===== src/rtl/pipe_skid_stage.sv =====
// Two-entry skid-buffered pipeline stage: registered valid/ready on both sides,
// synchronous flush for branch redirect, and a saturating stall-cycle counter.
module pipe_skid_stage #(
  parameter int unsigned       WIDTH      = 64,
  parameter logic [WIDTH-1:0]  RESET_DATA = '0,
  parameter int unsigned       CNT_WIDTH  = 32
) (
  input  logic                 clk,
  input  logic                 reset,
  input  logic                 flush,
  input  logic                 in_valid,
  input  logic [WIDTH-1:0]     in_data,
  output logic                 in_ready,
  output logic                 out_valid,
  output logic [WIDTH-1:0]     out_data,
  input  logic                 out_ready,
  output logic [CNT_WIDTH-1:0] stall_cnt
);

  typedef enum logic [1:0] {
    EMPTY = 2'd0,
    ONE   = 2'd1,
    TWO   = 2'd2
  } state_t;

  localparam logic [CNT_WIDTH-1:0] CNT_ONE = CNT_WIDTH'(1);

  state_t               state_q, state_d;
  logic [WIDTH-1:0]     main_q, main_d;
  logic [WIDTH-1:0]     skid_q, skid_d;
  logic [CNT_WIDTH-1:0] stall_cnt_q, stall_cnt_d;
  logic                 in_ready_q, in_ready_d;
  logic                 out_valid_q, out_valid_d;
  logic                 in_xfer, out_xfer;

  always_comb begin
    state_d     = state_q;
    main_d      = main_q;
    skid_d      = skid_q;
    stall_cnt_d = stall_cnt_q;
    in_xfer     = in_valid & in_ready_q;
    out_xfer    = out_valid_q & out_ready;

    if (flush) begin
      state_d = EMPTY;
      main_d  = RESET_DATA;
    end else begin
      unique case (state_q)
        EMPTY: begin
          if (in_xfer) begin
            state_d = ONE;
            main_d  = in_data;
          end
        end
        ONE: begin
          if (in_xfer && out_xfer) begin
            main_d = in_data;
          end else if (out_xfer) begin
            state_d = EMPTY;
          end else if (in_xfer) begin
            state_d = TWO;
            skid_d  = in_data;
          end
        end
        TWO: begin
          // in_ready is low here, so only the drain can happen
          if (out_xfer) begin
            state_d = ONE;
            main_d  = skid_q;
          end
        end
        default: state_d = EMPTY;
      endcase
    end

    if (!flush && out_valid_q && !out_ready && (stall_cnt_q != '1)) begin
      stall_cnt_d = stall_cnt_q + CNT_ONE;
    end

    // Handshake outputs are decoded from the next state so they leave flops directly
    out_valid_d = (state_d != EMPTY);
    in_ready_d  = (state_d != TWO);
  end

  always_ff @(posedge clk or posedge reset) begin
    if (reset) begin
      state_q     <= EMPTY;
      main_q      <= RESET_DATA;
      skid_q      <= '0;
      stall_cnt_q <= '0;
      in_ready_q  <= 1'b1;
      out_valid_q <= 1'b0;
    end else begin
      state_q     <= state_d;
      main_q      <= main_d;
      skid_q      <= skid_d;
      stall_cnt_q <= stall_cnt_d;
      in_ready_q  <= in_ready_d;
      out_valid_q <= out_valid_d;
    end
  end

  assign in_ready  = in_ready_q;
  assign out_valid = out_valid_q;
  assign out_data  = main_q;
  assign stall_cnt = stall_cnt_q;

endmodule

===== config.mk =====
export PLATFORM = sky130hd
export DESIGN_NAME = pipe_skid_stage
export DESIGN_NICKNAME = d
export VERILOG_FILES = /design/src/rtl/pipe_skid_stage.sv
export SDC_FILE = /design/constraint.sdc
export NUM_CORES = 1
export LEC_CHECK = 0
export ABC_AREA = 1
export CAP_MARGIN = 20
export CELL_PAD_IN_SITES_DETAIL_PLACEMENT = 1
export CELL_PAD_IN_SITES_GLOBAL_PLACEMENT = 1
export CORE_MARGIN = 1
export CORE_UTILIZATION = 37
export CTS_CLUSTER_SIZE = 16
export DETAILED_ROUTE_END_ITERATION = 16
export PLACE_DENSITY = 0.87
export SETUP_SLACK_MARGIN = 0.1
export SKIP_CTS_REPAIR_TIMING = 1
export SLEW_MARGIN = 15
export SYNTH_ARGS = -nofsm -noshare
export SYNTH_HDL_FRONTEND = slang
export SYNTH_SLANG_ARGS = --single-unit
export TNS_END_PERCENT = 1

===== constraint.sdc =====
create_clock -name clk -period 6.87 [get_ports clk]
set_input_delay 1.0305 -clock clk [delete_from_list [all_inputs] [get_ports clk]]
set_output_delay 1.0305 -clock clk [all_outputs]
set_load 0.01 [all_outputs]

==> results by group, run 1 <==
Yosys
  – Ys Warns: 0
  – Library cells used by synthesis: 30
  – Most frequent cell after synthesis: nand2_1
  – Seq/Total Area, Yosys: 51.73%
  – Combinational family with the most area after synthesis: simple AND/OR/NAND/NOR gates
  – Top_reg_cell synth: dfrtp_1
  – Fraction of registers with async set/reset: 100.0%
  – Synth Instances: 1,005
  – Mapped Nets: 1,075
  – XOR/XNOR share of the synthesized area: 1.325%
  – EDFF count, synth: 0
  – Synth Area in Adders: 0.1577%
  – Synthesized area: 7935 µm²
  – Main area contributors after synthesis: dfrtp_1 (51%), nand2_1 (16%), o211ai_1 (6.1%)
  – Mux contribution to synthesized area: 0%
  – Synth Area in Compound Gates: 14.84%
  – Avg Cell Area, Syn: 7.896 µm²
  – Synth Register Bits: 164
  – Biggest area consumer among synthesized cells: dfrtp_1
  – Most frequent cells after synthesis: nand2_1 (330), dfrtp_1 (163), nor2_1 (116)
  – Simple-gate share of the synthesized area: 23.94%
  – Area share of the largest cell type after synthesis: 51.40%

GRT
  – Largest net degree at the start of global routing: 112
  – GR Layer Usage met1: 28.23%
  – Aggregate global routing overflow: 0
  – Met2 GRT Util: 37.03%
  – Met3 usage: 4.202%
  – Global Route Usage Sum: 21.99%
  – Grt peak-use layer: met2
  – Initial antenna violation count: 0
  – Vias in the first global route: 7,562
  – First-pass GRT wire length: 38.04 mm

Drt
  – Routed len/inst: 16.08 µm
  – Antenna Violating Nets Remaining: 0
  – Drt total wl: 23.00 mm
  – DRC errors left: 0
  – Via count: 7,252
  – Drt via density: 5.071
  – DR pass1 iterations: 4
  – Iter 0 DRT Violations: 362

Worst hold path
  – Worst Hold Depth: 2
  – HP Class: flip-flop to flip-flop

Layout
  – Finished Core Util: 49.28%
  – Nets@finish: 1,212
  – Fillers: 2,502
  – Share of cells above drive strength 1: 4.762%
  – Layout area overhead: 30.56%
  – Diodes inserted: 0

Timing
  – Setup TNS: 0 ns
  – Fin crit share: 50.90%
  – Setup violations, final: 0
  – Final Hold Fails: 0
  – FMAX: 286.0 MHz
  – RSZ-0062 raised after global routing: false
  – Fin crit period: 3.497 ns
  – Slew headroom: 40.12%
  – WHS: 0.4924 ns
  – Final Skew: 0.01882 ns
  – Worst-margin pin slew: 0.8982 ns
  – Slew Viols, Final: 0

CTS
  – Clk_lat worst skew: 0.43 ns
  – Clk sinks: 164
  – Root buf cell: clkbuf_16
  – Clock transition at path regs: 0.07 ns
  – H-tree levels: 4
  – CTS tree: done
  – Cts bufs inserted: 17
  – Clock buffer depth: 2

Critical path
  – Reg2reg end: out_data[45]
  – FF-to-FF setup slack: 3.37 ns
  – Arr. time, crit path: 3.84 ns
  – WP data required: 7.21 ns
  – Reg2Reg Depth: 7
  – Crit path kind: flip-flop to flip-flop
  – Crit Path Max Fanout: 86
  – Critical Path Source: state_q[0]
  – Crit start category: flip-flop
  – Worst setup EP type: flip-flop
  – Worst setup path endpoint: out_data[45]
  – Worst R2R Start: state_q[0]

Placed design
  – Routability cong.: 0.8383
  – Detailed Place HPWL: 15.14 mm
  – Port buffer count: 166

Floorplan
  – # rows: 53
  – Die area: 22,040 µm²
  – Area of the core: 21,020 µm²
  – Initial core utilization: 37.75%
  – Die W: 148.4 µm
  – Num ports: 167
  – Die height: 148.4 µm

Job
  – Max-cap violation count: 0

Power and ir drop
  – Static Leak: 4.879 nW
  – VDD IR max: 0.1539 mV
  – PD cells: 281.5 nW/µm²

Run status
  – Outcome: complete, no violations
-- per-stage QoR --
| stage | total power, mW | area, µm² | instances | worst slack [ns] |
|---|---|---|---|---|
| after global routing | 3.076 | 10360 | 1430 | 3.040 |
| after CTS | 2.935 | 10300 | 1428 | 3.152 |
| final | 2.917 | 10360 | 1430 | 3.373 |
| after global placement | 1.927 | 9729 | 1396 | 3.180 |
| after floorplan | 1.656 | 7935 | 1005 | 1.408 |
| after detailed placement | 1.969 | 9729 | 1396 | 3.071 |
-- cell families after synthesis --
group,Yosys count
xor+xnor,12
simple gates,477
compound gates,201
fa+ha+maj,1
buf+inv,150
flops,164
-- how the worst min path moves through the flow --
stage,startpoint,to
2_1_floorplan,skid_q[0],skid_q[0]
4_1_cts,skid_q[23],skid_q[23]
6_report,skid_q[30],skid_q[30]
3_5_place_dp,skid_q[23],skid_q[23]
3_3_place_gp,skid_q[32],skid_q[32]
5_1_grt,skid_q[35],skid_q[35]
-- power by group --
part / switching, mW / total (mW) / internal [mW]
registers: 0.163 / 1.36 / 1.20
logic: 0.314 / 0.607 / 0.293
clock network: 0.436 / 0.948 / 0.513
-- critical path: stages (launching register included) --
cell,delay [ns]
dfrtp_1,0.42
nor2_1,0.17
clkinv_2,0.70
o211ai_4,0.89
buf_16,0.23
buf_4,0.68
nor2_1,0.13
a21oi_1,0.18
-- cells in the final DEF, fill, tap and decap left out, types with 2 or more instances in the layout --
master | netlist | routed
clkinvlp_4 | 0 | 2
buf_16 | 0 | 2
clkdlybuf4s50_1 | 0 | 166
inv_6 | 0 | 6
clkbuf_16 | 0 | 17
xor2_1 | 5 | 5
dfrtp_1 | 163 | 163
clkinv_4 | 0 | 3
nand2_2 | 2 | 2
nor2_1 | 116 | 116
nor2_4 | 2 | 2
nand2_4 | 2 | 2
o21ai_0 | 69 | 69
clkbuf_1 | 25 | 2
a21oi_1 | 65 | 65
nand2_1 | 330 | 330
xnor2_1 | 7 | 7
inv_2 | 1 | 2
buf_4 | 0 | 5
nand3b_1 | 3 | 3
inv_1 | 93 | 90
nor2_2 | 2 | 2
nand3_1 | 16 | 15
o211ai_1 | 64 | 64
-- layout make-up --
cell class	instances	area [µm²]	area share [%]
clock inverters	13	142.6	1.377
repair buffers	173	1754	16.93
clock buffers	19	432.9	4.179
multi-input cells	691	3216	31.04
inverters	95	365.4	3.527
well taps	275	344.1	3.321
flip-flops and latches	164	4105	39.63
-- state kept, by name, indices dropped and copies added, names as in the netlist --
register   cells
in_ready       1
out_data      64
skid_q        64
stall_cnt     32
state_q        2
out_valid      1
-- per-layer routing --
| metal | routed length, µm | part of all wire (%) | vias up |
|---|---|---|---|
| met3 | 921 | 4.0 | 28 |
| met2 | 11200 | 49 | 168 |
| met4 | 473 | 2.1 | 0 |
| met5 | 0 | 0 | - |
| li1 | - | - | 3471 |
| met1 | 10400 | 45 | 3585 |
(Power assumes the default switching activity.)
==> inputs of run 2 (changes only) <==
--- a/config.mk
+++ b/config.mk
@@ -10,10 +10,10 @@
 export CELL_PAD_IN_SITES_DETAIL_PLACEMENT = 1
 export CELL_PAD_IN_SITES_GLOBAL_PLACEMENT = 1
 export CORE_MARGIN = 1
-export CORE_UTILIZATION = 37
+export CORE_UTILIZATION = 34
 export CTS_CLUSTER_SIZE = 16
 export DETAILED_ROUTE_END_ITERATION = 16
-export PLACE_DENSITY = 0.87
+export PLACE_DENSITY = 0.85
 export SETUP_SLACK_MARGIN = 0.1
 export SKIP_CTS_REPAIR_TIMING = 1
 export SLEW_MARGIN = 15
==> constraint.sdc (replaced) <==
create_clock -name clk -period 2.91 [get_ports clk]
set_input_delay 0.4365 -clock clk [delete_from_list [all_inputs] [get_ports clk]]
set_output_delay 0.4365 -clock clk [all_outputs]
set_load 0.01 [all_outputs]
==> run 2 against run 1 <==
Effect of this change: worst setup slack got worse by 2.5 ns; core utilization decreased by 3.1 points; sequential cell count unchanged; die area is 8.7% higher; global-route usage fell by 1.2 points; non-clock buffer count grew 4; routed wire length grew 3.6%; register-to-register slack got worse by 2.5 ns; clock power is 150% higher; combinational power rose by 140%; via count fell by 0.11%; maximum frequency increased by 68%.
==> results by group, run 2 (same netlist as run 1, synthesis figures left out) <==
Placed design
  – DP Area: 9897 µm²
  – Detailed Place HPWL: 16.34 mm
  – Routability cong.: 0.8446
  – Place WS: 0.4610 ns
  – Port buffer count: 166
  – Inst Count DP: 1,440

CTS
  – Cts bufs inserted: 17
  – CTS tree: done
  – Clk sinks: 164
  – H-tree levels: 4
  – Clock transition at path regs: 0.08 ns
  – Clk_lat worst skew: 0.43 ns
  – Root buf cell: clkbuf_16
  – Clock buffer depth: 2

Timing
  – Final worst setup slack: 0.8265 ns
  – Fin crit share: 71.60%
  – Final Hold Fails: 0
  – FMAX: 480.0 MHz
  – RSZ-0062 raised after global routing: false
  – Fin crit period: 2.083 ns
  – Slew Viols, Final: 0
  – Setup violations, final: 0
  – Worst-margin pin slew: 0.7659 ns
  – Setup TNS: 0 ns
  – Slew headroom: 48.94%
  – Final Skew: 0.01611 ns

Layout
  – Layout area overhead: 32.51%
  – Share of cells above drive strength 1: 5.263%
  – Most frequent cells in the layout: nand2_1 (330), clkdlybuf4s50_1 (166), dfrtp_1 (163)
  – Nets@finish: 1,216
  – Most common cell after layout, fill and taps aside: nand2_1
  – Design area: 10,520 µm²
  – Non-Filler Instances: 1,473

Critical path
  – Crit path kind: flip-flop to flip-flop
  – Worst R2R Start: state_q[1]
  – WP data required: 3.25 ns
  – Crit start category: flip-flop
  – Reg2Reg Depth: 7
  – WP buf/inv: 3
  – Crit Path Max Fanout: 56
  – Crit path cell chain: inv_2 -> nor2_1 -> inv_4 -> o211ai_4 -> buf_12 -> nor2_1 -> a21oi_1
  – Crit-path leading delay family: compound AO/OA/AOI/OAI gates
  – Arr. time, crit path: 2.42 ns
  – Critical Path Source: state_q[1]
  – Slowest stage delay, CP: 0.62 ns
  – Crit-path most repeated cell: nor2_1
  – Worst setup EP type: flip-flop
  – CP max stage cell: o211ai_4
  – WP depth: 7

Drt
  – DR pass1 iterations: 4
  – Via count: 7,244
  – Drt via density: 4.918
  – DRC errors left: 0
  – WL met3: 951 µm
  – Antenna Violating Nets Remaining: 0
  – Routed len/inst: 16.17 µm
  – Iter 0 DRT Violations: 402
  – Met2 routed WL: 11.99 mm
  – Met1 Routed Length: 10.48 mm
  – Drt total wl: 23.82 mm
  – Max layer used: met4

Floorplan
  – Initial core utilization: 34.84%
  – Die height: 154.8 µm
  – # rows: 55
  – Die W: 154.8 µm
  – Die area: 23,950 µm²
  – Area of the core: 22,780 µm²
  – Num ports: 167

GRT
  – Initial antenna violation count: 0
  – First-pass GRT wire length: 38.98 mm
  – Global Route Usage Sum: 20.78%
  – Largest net degree at the start of global routing: 66
  – Vias in the first global route: 7,597
  – Aggregate global routing overflow: 0

Run status
  – Outcome: complete, no violations

Worst hold path
  – HP Class: input port to async pin

Power and ir drop
  – PD cells: 665.7 nW/µm²
  – Static Leak: 4.937 nW
  – Total chip power: 7.000 mW
  – VDD IR max: 0.3516 mV

Job
  – Max-cap violation count: 0
## run 2: changes by cell type in the layout (fill, tap and decap cells not counted), sizes merged
cell,before,now
buf,7,11
clkbuf,19,18
clkinvlp,2,1
diode,0,1
inv,100,102
## run 2: cell type report
class | count | area [µm²]
Clock buffer | 18 | 439.2
Fill cell | 2716 | 12260
Timing Repair Buffer | 177 | 1819
Multi-Input combinational cell | 691 | 3216
Sequential cell | 164 | 4105
Antenna cell | 1 | 2.502
Clock inverter | 14 | 176.4
Tap cell | 313 | 391.6
Inverter | 95 | 365.4
## run 2: stage by stage
stage / utilization (%) / hold slack (ns)
finish: 46.16 / 0.4166
global route: 46.15 / 0.4682
CTS: 46.15 / 0.4250
detailed placement: 43.45 / 0.4749
global placement: 43.45 / 0.4650
floorplan: - / 0.4535
## run 2: worst paths after layout
path                                 to  slack, ns
setup / recovery           out_data[22]       0.83
hold / removal               skid_q[38]       0.42
setup reg to reg           out_data[22]       0.83
hold reg to reg              skid_q[53]       0.49
max in group asynchronous  out_data[59]       1.78
min in group clk             skid_q[53]       0.49
## run 2: where the power goes
part	total, mW	leakage (nW)	internal, mW	switching [mW]
clock	2.33	0.302	1.26	1.07
combinational	1.46	2.56	0.703	0.759
sequential	3.21	2.08	2.83	0.377
## run 2: per-layer routing
| metal | vias up | global-route usage (%) |
|---|---|---|
| li1 | 3491 | - |
| met2 | 154 | 35.85 |
| met4 | 0 | 6.035 |
| met5 | - | 0 |
| met1 | 3571 | 26.62 |
| met3 | 28 | 3.642 |
==> inputs of run 3 (changes only) <==
==> constraint.sdc (replaced) <==
create_clock -name clk -period 1.9 [get_ports clk]
set_input_delay 0.285 -clock clk [delete_from_list [all_inputs] [get_ports clk]]
set_output_delay 0.285 -clock clk [all_outputs]
set_load 0.01 [all_outputs]
==> run 3 against run 2 <==
Effect of this change: routed wire length shrank 2.8%; clock power grew 63%; clock skew shrank 0.0035 ns; combinational power grew 59%; critical path depth shrank 6; hold slack lost 0.060 ns; sequential share of layout area shrank 0.63 points; final area grew 1.7%; sequential power grew 52%; largest cell class unchanged; largest power group unchanged.
==> results by group, run 3 (same netlist as run 1, synthesis figures left out) <==
Run status
  – Outcome: complete, no violations

GRT
  – Global Route Usage Sum: 20.46%
  – Vias in the first global route: 7,446
  – First-pass GRT wire length: 38.63 mm
  – Initial antenna violation count: 0
  – Largest net degree at the start of global routing: 99
  – Aggregate global routing overflow: 0

Critical path
  – Crit path cell chain: clkdlybuf4s50_1
  – FF-to-FF setup slack: 0.19 ns
  – Slowest stage delay, CP: 0.58 ns
  – Crit start category: flip-flop
  – Reg2reg end: stall_cnt[5]
  – CP max stage cell: clkdlybuf4s50_1
  – Crit path kind: flip-flop to output pin
  – Worst setup EP type: output pin
  – Reg2Reg Depth: 9
  – Crit Path Max Fanout: 6
  – WP data required: 1.62 ns
  – Crit-path leading delay family: buffers and inverters
  – Arr. time, crit path: 1.48 ns
  – Worst R2R Start: stall_cnt[0]
  – WP buf/inv: 1

Placed design
  – DP Area: 10,030 µm²
  – Inst Count DP: 1,449
  – Detailed Place HPWL: 15.80 mm
  – Port buffer count: 166
  – Routability cong.: 0.8682

Floorplan
  – Die W: 154.8 µm
  – Die height: 154.8 µm
  – Die area: 23,950 µm²
  – Initial core utilization: 34.84%
  – # rows: 55
  – Area of the core: 22,780 µm²
  – Num ports: 167

CTS
  – CTS tree: done
  – Clk sinks: 164
  – H-tree levels: 4
  – Clk_lat worst skew: 0.43 ns
  – Cts bufs inserted: 17
  – Clock transition at path regs: 0.07 ns
  – Clock buffer depth: 2
  – Root buf cell: clkbuf_16

Power and ir drop
  – Static Leak: 5.022 nW
  – Sw frac: 29.74%
  – Total chip power: 11.01 mW
  – Int Power: 7.733 mW
  – PD cells: 1029 nW/µm²
  – Clock share of power: 34.5%
  – VDD IR max: 0.6089 mV
  – Combinational fraction of design power: 21.1%
  – Flop pwr share: 44.5%
  – Net Sw Power: 3.274 mW

Timing
  – Slew headroom: 68.96%
  – Final Hold Fails: 0
  – Fin crit share: 92.74%
  – Fin crit period: 1.762 ns
  – Setup violations, final: 0
  – Slew Viols, Final: 0
  – Worst-margin pin slew: 0.4656 ns
  – RSZ-0062 raised after global routing: true
  – Setup TNS: 0 ns
  – FMAX: 567.5 MHz
  – Final Skew: 0.01260 ns
  – WHS: 0.3564 ns

Drt
  – Met1 Routed Length: 9.971 mm
  – WL met3: 1.236 mm
  – Drt via density: 4.913
  – Routed len/inst: 15.63 µm
  – DR pass1 iterations: 4
  – Antenna Violating Nets Remaining: 0
  – DRC errors left: 0
  – Via count: 7,281
  – Met2 routed WL: 11.49 mm
  – Max layer used: met4
  – Drt total wl: 23.17 mm
  – Iter 0 DRT Violations: 457

Layout
  – Layout area overhead: 34.75%
  – Most frequent cells in the layout: nand2_1 (330), clkdlybuf4s50_1 (166), dfrtp_1 (161)
  – Diodes inserted: 0
  – Non-Filler Instances: 1,482
  – Most common cell after layout, fill and taps aside: nand2_1
  – Design area: 10,690 µm²
  – Nets@finish: 1,227
  – Share of cells above drive strength 1: 6.501%
  – Fillers: 2,705

Job
  – Max-cap violation count: 0

Worst hold path
  – HP Class: input port to async pin
run 3: cell count changes in the layout (fill, tap and decap cells not counted), sizes merged:
cell      delta
clkinv       -3
diode        -1
inv          -1
bufinv       +3
buf         +11
clkinvlp     +1
clkbuf       -1
run 3: worst max path at each step:
stage	startpoint	endpoint	slack, ns	cells past startpoint
global route	stall_cnt[3]	stall_cnt[27]	0.05	9
CTS	stall_cnt[1]	stall_cnt[5]	0.09	10
finish	stall_cnt[16]	stall_cnt[16]	0.14	1
floorplan	reset	out_data[0]	-0.47	1
global placement	out_ready	out_data[25]	-0.003	8
detailed placement	out_ready	out_data[15]	-0.05	8
run 3: area by class of cell:
class / count / area, µm² / share of cell area, %
Inverter: 95 / 365.4 / 3.417
Timing Repair Buffer: 188 / 1964 / 18.37
Clock inverter: 14 / 215.2 / 2.013
Multi-Input combinational cell: 691 / 3223 / 30.14
Sequential cell: 164 / 4108 / 38.42
Clock buffer: 17 / 425.4 / 3.978
Tap cell: 313 / 391.6 / 3.663
run 3: power groups by stage:
stage               registers, mW  logic, mW  clock network, mW
CTS                          4.90       2.32               3.91
global route                 4.99       2.60               4.04
detailed placement           4.94       2.28                  0
finish                       4.89       2.32               3.79
global placement             4.89       2.16                  0
floorplan                    4.92       1.08                  0
run 3: stage by stage:
| stage | util [%] | setup WS [ns] |
|---|---|---|
| final | 46.94 | 0.1380 |
| after global placement | 44.02 | -0.002798 |
| after global routing | 46.94 | 0.05044 |
| after CTS | 46.83 | 0.08806 |
| after detailed placement | 44.02 | -0.05076 |
| after floorplan | - | -0.4690 |
run 3: layer usage:
layer  track usage (%)  vias up
li1                  -     3513
met1             25.79     3579
met2             34.20      163
met3             5.071       26
met4             7.025        0
met5                 0        -
==> variant 1, RTL diff (config.mk and constraints of run 1) <==
Set the parameter `CNT_WIDTH` to 48 (it was 32).
--- a/src/rtl/pipe_skid_stage.sv
+++ b/src/rtl/pipe_skid_stage.sv
@@ -3,7 +3,7 @@
 module pipe_skid_stage #(
   parameter int unsigned       WIDTH      = 64,
   parameter logic [WIDTH-1:0]  RESET_DATA = '0,
-  parameter int unsigned       CNT_WIDTH  = 32
+  parameter int unsigned       CNT_WIDTH  = 48
 ) (
   input  logic                 clk,
   input  logic                 reset,
Interface: changed (resized stall_cnt); port bits go from 167 to 183. The function was not compared with the original's and may differ.
==> variant 1 against run 1 <==
Worst setup slack improved by 0.22 ns. Routed wire length increased by 21%. Largest power group unchanged. Die area is 13% higher. Synthesized area rose by 13%. Power fell by 0.76%. Cell area up 12%. Critical endpoint is now stall_cnt[34]. Sequential cell count is 16 higher. Global-route usage grew 1.3 points. Highest routed layer is now met5. Count of clock-buffer cells in the layout fell by 2.
==> variant 1: results (changes against run 1) <==
----------------------------------------------------
[Worst hold path]
  Hold path startpoint ... skid_q[0]
  Worst-case hold path end point ... skid_q[0]

[Placed design]
  Routability Congestion ... 0.898 (+7.1%)
  Placed cell count ... 1630 (+17%)
  Worst-case setup slack after placement ... 3.16 ns (+0.0909 ns)

[STA]
  Hold slack final ... 0.485 ns (-0.00739 ns)
  Max Clock Skew ... 0.0200 ns (+0.00123 ns)

[Power and ir drop]
  Sw Ratio ... 31.2% (-0.060 points)
  LEAKAGE ... 5.12 nW (+5.0%)

[Finish]
  Layout cells sized above 1 ... 4.02% (-0.74 points)
  Area added between synthesis and finish ... 29.1%
  Net count reported at finish ... 1400 (+16%)
  Layout Cells excl Fill ... 1662 (+16%)
  Fill cell total of the finished layout ... 2930 (+17%)

[Worst setup path]
  Data arrival time of the worst path ... 3.63 ns (-0.21 ns)
  Peak fanout along the critical path ... 68 (-21%)
  Cell with the largest stage delay on the worst path ... nor3b_1
  Setup slack, reg-to-reg ... 3.59 ns (+0.22 ns)

[GRT]
  GRT met3 Usage ... 5.56% (+1.4 points)
  First-pass GRT wire length ... 44.9 mm (+18%)
  Number of antenna violations at the first check in global routing ... 3 (+3)
  Met1 Resource Use GR ... 28.5% (+0.24 points)
  Number of global-route vias before repair ... 8825 (+17%)
  GR Util All Layers ... 23.3% (+1.3 points)
  Pin count of the biggest net entering global routing ... 130 (+16%)

[Detailed routing]
  Via/cell ratio ... 5.07 (about the same)
  Wire length after detailed routing ... 27.9 mm (+21%)
  Iteration-0 DRC count of the detailed router ... 494 (+36%)

[Yosys]
  Sequential fraction of the synthesis area ... 50.3% (-1.4 points)
  Distinct cell type count after synthesis ... 26 (-13%)
  Most numerous cell types in the synthesized netlist ... nand2_1, o21ai_0, dfrtp_1

[Outcome]
  Result of the run ... complete, no violations

----------------------------------------------------
==> variant 1: per-layer routing <==
layer,part of all wire (%),up-vias
met4,3.1,4
met1,43,4094
met5,0.097,-
met2,49,218
met3,5.3,50
li1,-,4062
==> variant 1: final cells by class <==
class                      instances  area share, %
clock buffer                      17           3.68
timing repair buffer             188           16.2
inverter                          93           3.08
tap                              319           3.45
clock inverter                    15           1.40
sequential                       180           39.0
multi-input combinational        850           33.2
==> variant 1: logic make-up after synthesis <==
group,Yosys count,synth area share (%)
xor+xnor,16,1.56
buf+inv,152,7.11
fa+ha+maj,1,0.140
compound gates,268,15.0
simple gates,565,25.9
flops,180,50.3
==> variant 1: worst max path at each step <==
stage / startpoint / end / slack (ns) / cells past startpoint
detailed placement: flush / stall_cnt[7] / 3.16 / 7
finish: flush / stall_cnt[34] / 3.59 / 7
floorplan: reset / out_data[0] / 0.95 / 1
global placement: flush / stall_cnt[46] / 3.23 / 7
CTS: state_q[0] / out_data[0] / 3.23 / 7
global route: state_q[0] / out_data[26] / 3.23 / 7
==> variant 2, RTL diff (flow settings as in run 1) <==
Without the edit above. Make the reset (`reset`) synchronous in one clocked block.
--- a/src/rtl/pipe_skid_stage.sv
+++ b/src/rtl/pipe_skid_stage.sv
@@ -82,7 +82,7 @@
     in_ready_d  = (state_d != TWO);
   end
 
-  always_ff @(posedge clk or posedge reset) begin
+  always_ff @(posedge clk) begin
     if (reset) begin
       state_q     <= EMPTY;
       main_q      <= RESET_DATA;
Formal check against the unedited RTL: differs if reset is asserted again (counterexample within 4 cycles, from zero or initial values and one cycle with reset high); with reset held inactive, the same outputs for 4 cycles.
==> variant 2 against run 1 <==
Worst setup slack better by 0.11 ns. Cell area down 7.1%. Synthesized area down 8.7%. Non-clock buffer count up 1. Sequential share of layout area down 5.5 points. Synthesized cell count up 0.40%. Die area down 8.6%. Sequential cell count unchanged. Routed wire length down 0.73%.
Power is not compared: it rests on default switching activity, and its combinational part moved more than twofold at a synthesized area within 25%.
==> variant 2: results (changes against run 1) <==
----------------------------------------------------
[Yosys]
  Sequential fraction of the synthesis area ... 45.3% (-6.4 points)
  Mapped Nets ... 1079 (+0.37%)
  Most numerous cell types in the synthesized netlist ... nand2_1, nor2_1, dfxtp_1
  Post-synthesis instance total ... 1009 (+0.40%)
  Primary flip-flop cell chosen by synthesis mapping ... dfxtp_1
  Distinct cell type count after synthesis ... 31 (+3.3%)
  Main area contributors after synthesis ... dfxtp_1, nand2_1, nor2_1
  Warnings, synthesis ... 0 (unchanged)
  Share of flip-flops with an asynchronous set or reset ... 0% (-100 points)

[Worst hold path]
  Hold path startpoint ... skid_q[42]
  Worst-case hold path end point ... skid_q[42]

[Worst setup path]
  Peak fanout along the critical path ... 29 (-66%)
  Cell with the largest stage delay on the worst path ... nand2_2
  Maximum single-stage delay on the critical path ... 0.59 ns (-0.30 ns)
  Setup slack, reg-to-reg ... 4.22 ns (+0.85 ns)
  Reg2Reg Depth ... 10 (+3)
  Timing endpoint of the critical path ... stall_cnt[15]
  Start point of the critical path ... flush
  Startpoint of the most critical register-to-register path ... stall_cnt[0]
  Data arrival time of the worst path ... 3.74 ns (-0.10 ns)
  Critical path's top delay family ... simple AND/OR/NAND/NOR gates
  R2R Path End ... stall_cnt[15]

[Placed design]
  Detail Placement HPWL ... 14.9 mm (-1.3%)
  Worst-case setup slack after placement ... 3.06 ns (-0.0106 ns)
  Placed cell count ... 1380 (-1.1%)
  Routability Congestion ... 0.858 (+2.3%)
  Placement-stage cell area ... 8990 um2 (-7.6%)

[Detailed routing]
  Iteration-0 DRC count of the detailed router ... 409 (+13%)
  Drt wl/cell ... 16.2 um (+0.47%)
  Via/cell ratio ... 5.09 (+0.42%)
  Wire length after detailed routing ... 22.8 mm (-0.73%)
  Drt first pass iters ... 4 (unchanged)

[GRT]
  GR Util All Layers ... 23.0% (+1.0 points)
  Number of antenna violations at the first check in global routing ... 1 (+1)
  Pin count of the biggest net entering global routing ... 93 (-17%)
  Met2 usage ... 39.2% (+2.2 points)
  Met1 Resource Use GR ... 29.0% (+0.72 points)
  First-pass GRT wire length ... 36.7 mm (-3.5%)
  Number of global-route vias before repair ... 7101 (-6.1%)
  GRT met3 Usage ... 6.38% (+2.2 points)

[STA]
  Hold slack final ... 0.456 ns (-0.0364 ns)
  Final critical-path required period ... 3.39 ns (-0.105 ns)
  Max Clock Skew ... 0.0113 ns (-0.00752 ns)
  Worst relative slew slack ... 43.1% (+3.0 points)

[Finish]
  Area used by sequential logic in the layout ... 3280 um2 (-20%)
  Layout cells sized above 1 ... 8.76% (+4.0 points)
  Fill cell total of the finished layout ... 2360 (-5.7%)
  Net count reported at finish ... 1211 (-0.083%)

[Power and ir drop]
  Worst vdd ir ... 0.211 mV

[Outcome]
  Result of the run ... complete, no violations

[Clocking]
  Number of clock buffers inserted by TritonCTS ... 17 (unchanged)

----------------------------------------------------
## variant 2: changes by cell type after synthesis, sizes merged, moves of 4 or more
cell,run 1,this run
dfxtp,0,164
dfrtp,163,0
nor2,121,199
o21ai,69,136
nand2,335,269
o211ai,65,0
a31oi,1,57
inv,95,46
a21oi,65,30
clkbuf,25,39
buf,30,22
o21a,0,8
nand4,1,5
xor2,5,9
## variant 2: routing by layer
metal	vias up	wire length, um
met5	-	0
met3	20	1300
met4	0	269
met2	169	11000
li1	3531	-
met1	3476	10200
## variant 2: power by group through the flow
stage	Combinational [mW]	Clock [mW]	Sequential, mW
finish	0.207	0.976	0.998
global route	0.227	1.03	1.00
CTS	0.207	0.990	0.998
detailed placement	0.205	0	1.02
global placement	0.200	0	1.02
floorplan	0.0900	0	1.02
## variant 2: logic make-up after synthesis
| logic type | count (synthesis) | synth area share [%] |
|---|---|---|
| simple gates | 490 | 27.9 |
| flops | 164 | 45.3 |
| xor+xnor | 14 | 1.69 |
| fa+ha+maj | 1 | 0.173 |
| compound gates | 232 | 18.4 |
| buf+inv | 108 | 6.55 |
## variant 2: worst register-to-register path: stages (launching register included)
cell	delay [ns]
dfxtp_1	0.41
ha_1	0.23
nand2_2	0.10
nor2_8	0.15
nand2_4	0.10
nor2_8	0.16
nand2_4	0.09
nand2_2	0.55
inv_2	0.42
nand2_1	0.23
a21oi_2	0.08
## variant 2: final cells by class
type	instances	share of cell area (%)
sequential	164	34.1
timing repair buffer	174	18.1
clock inverter	12	1.52
tap	260	3.38
inverter	47	1.85
multi-input combinational	737	36.3
clock buffer	19	4.71
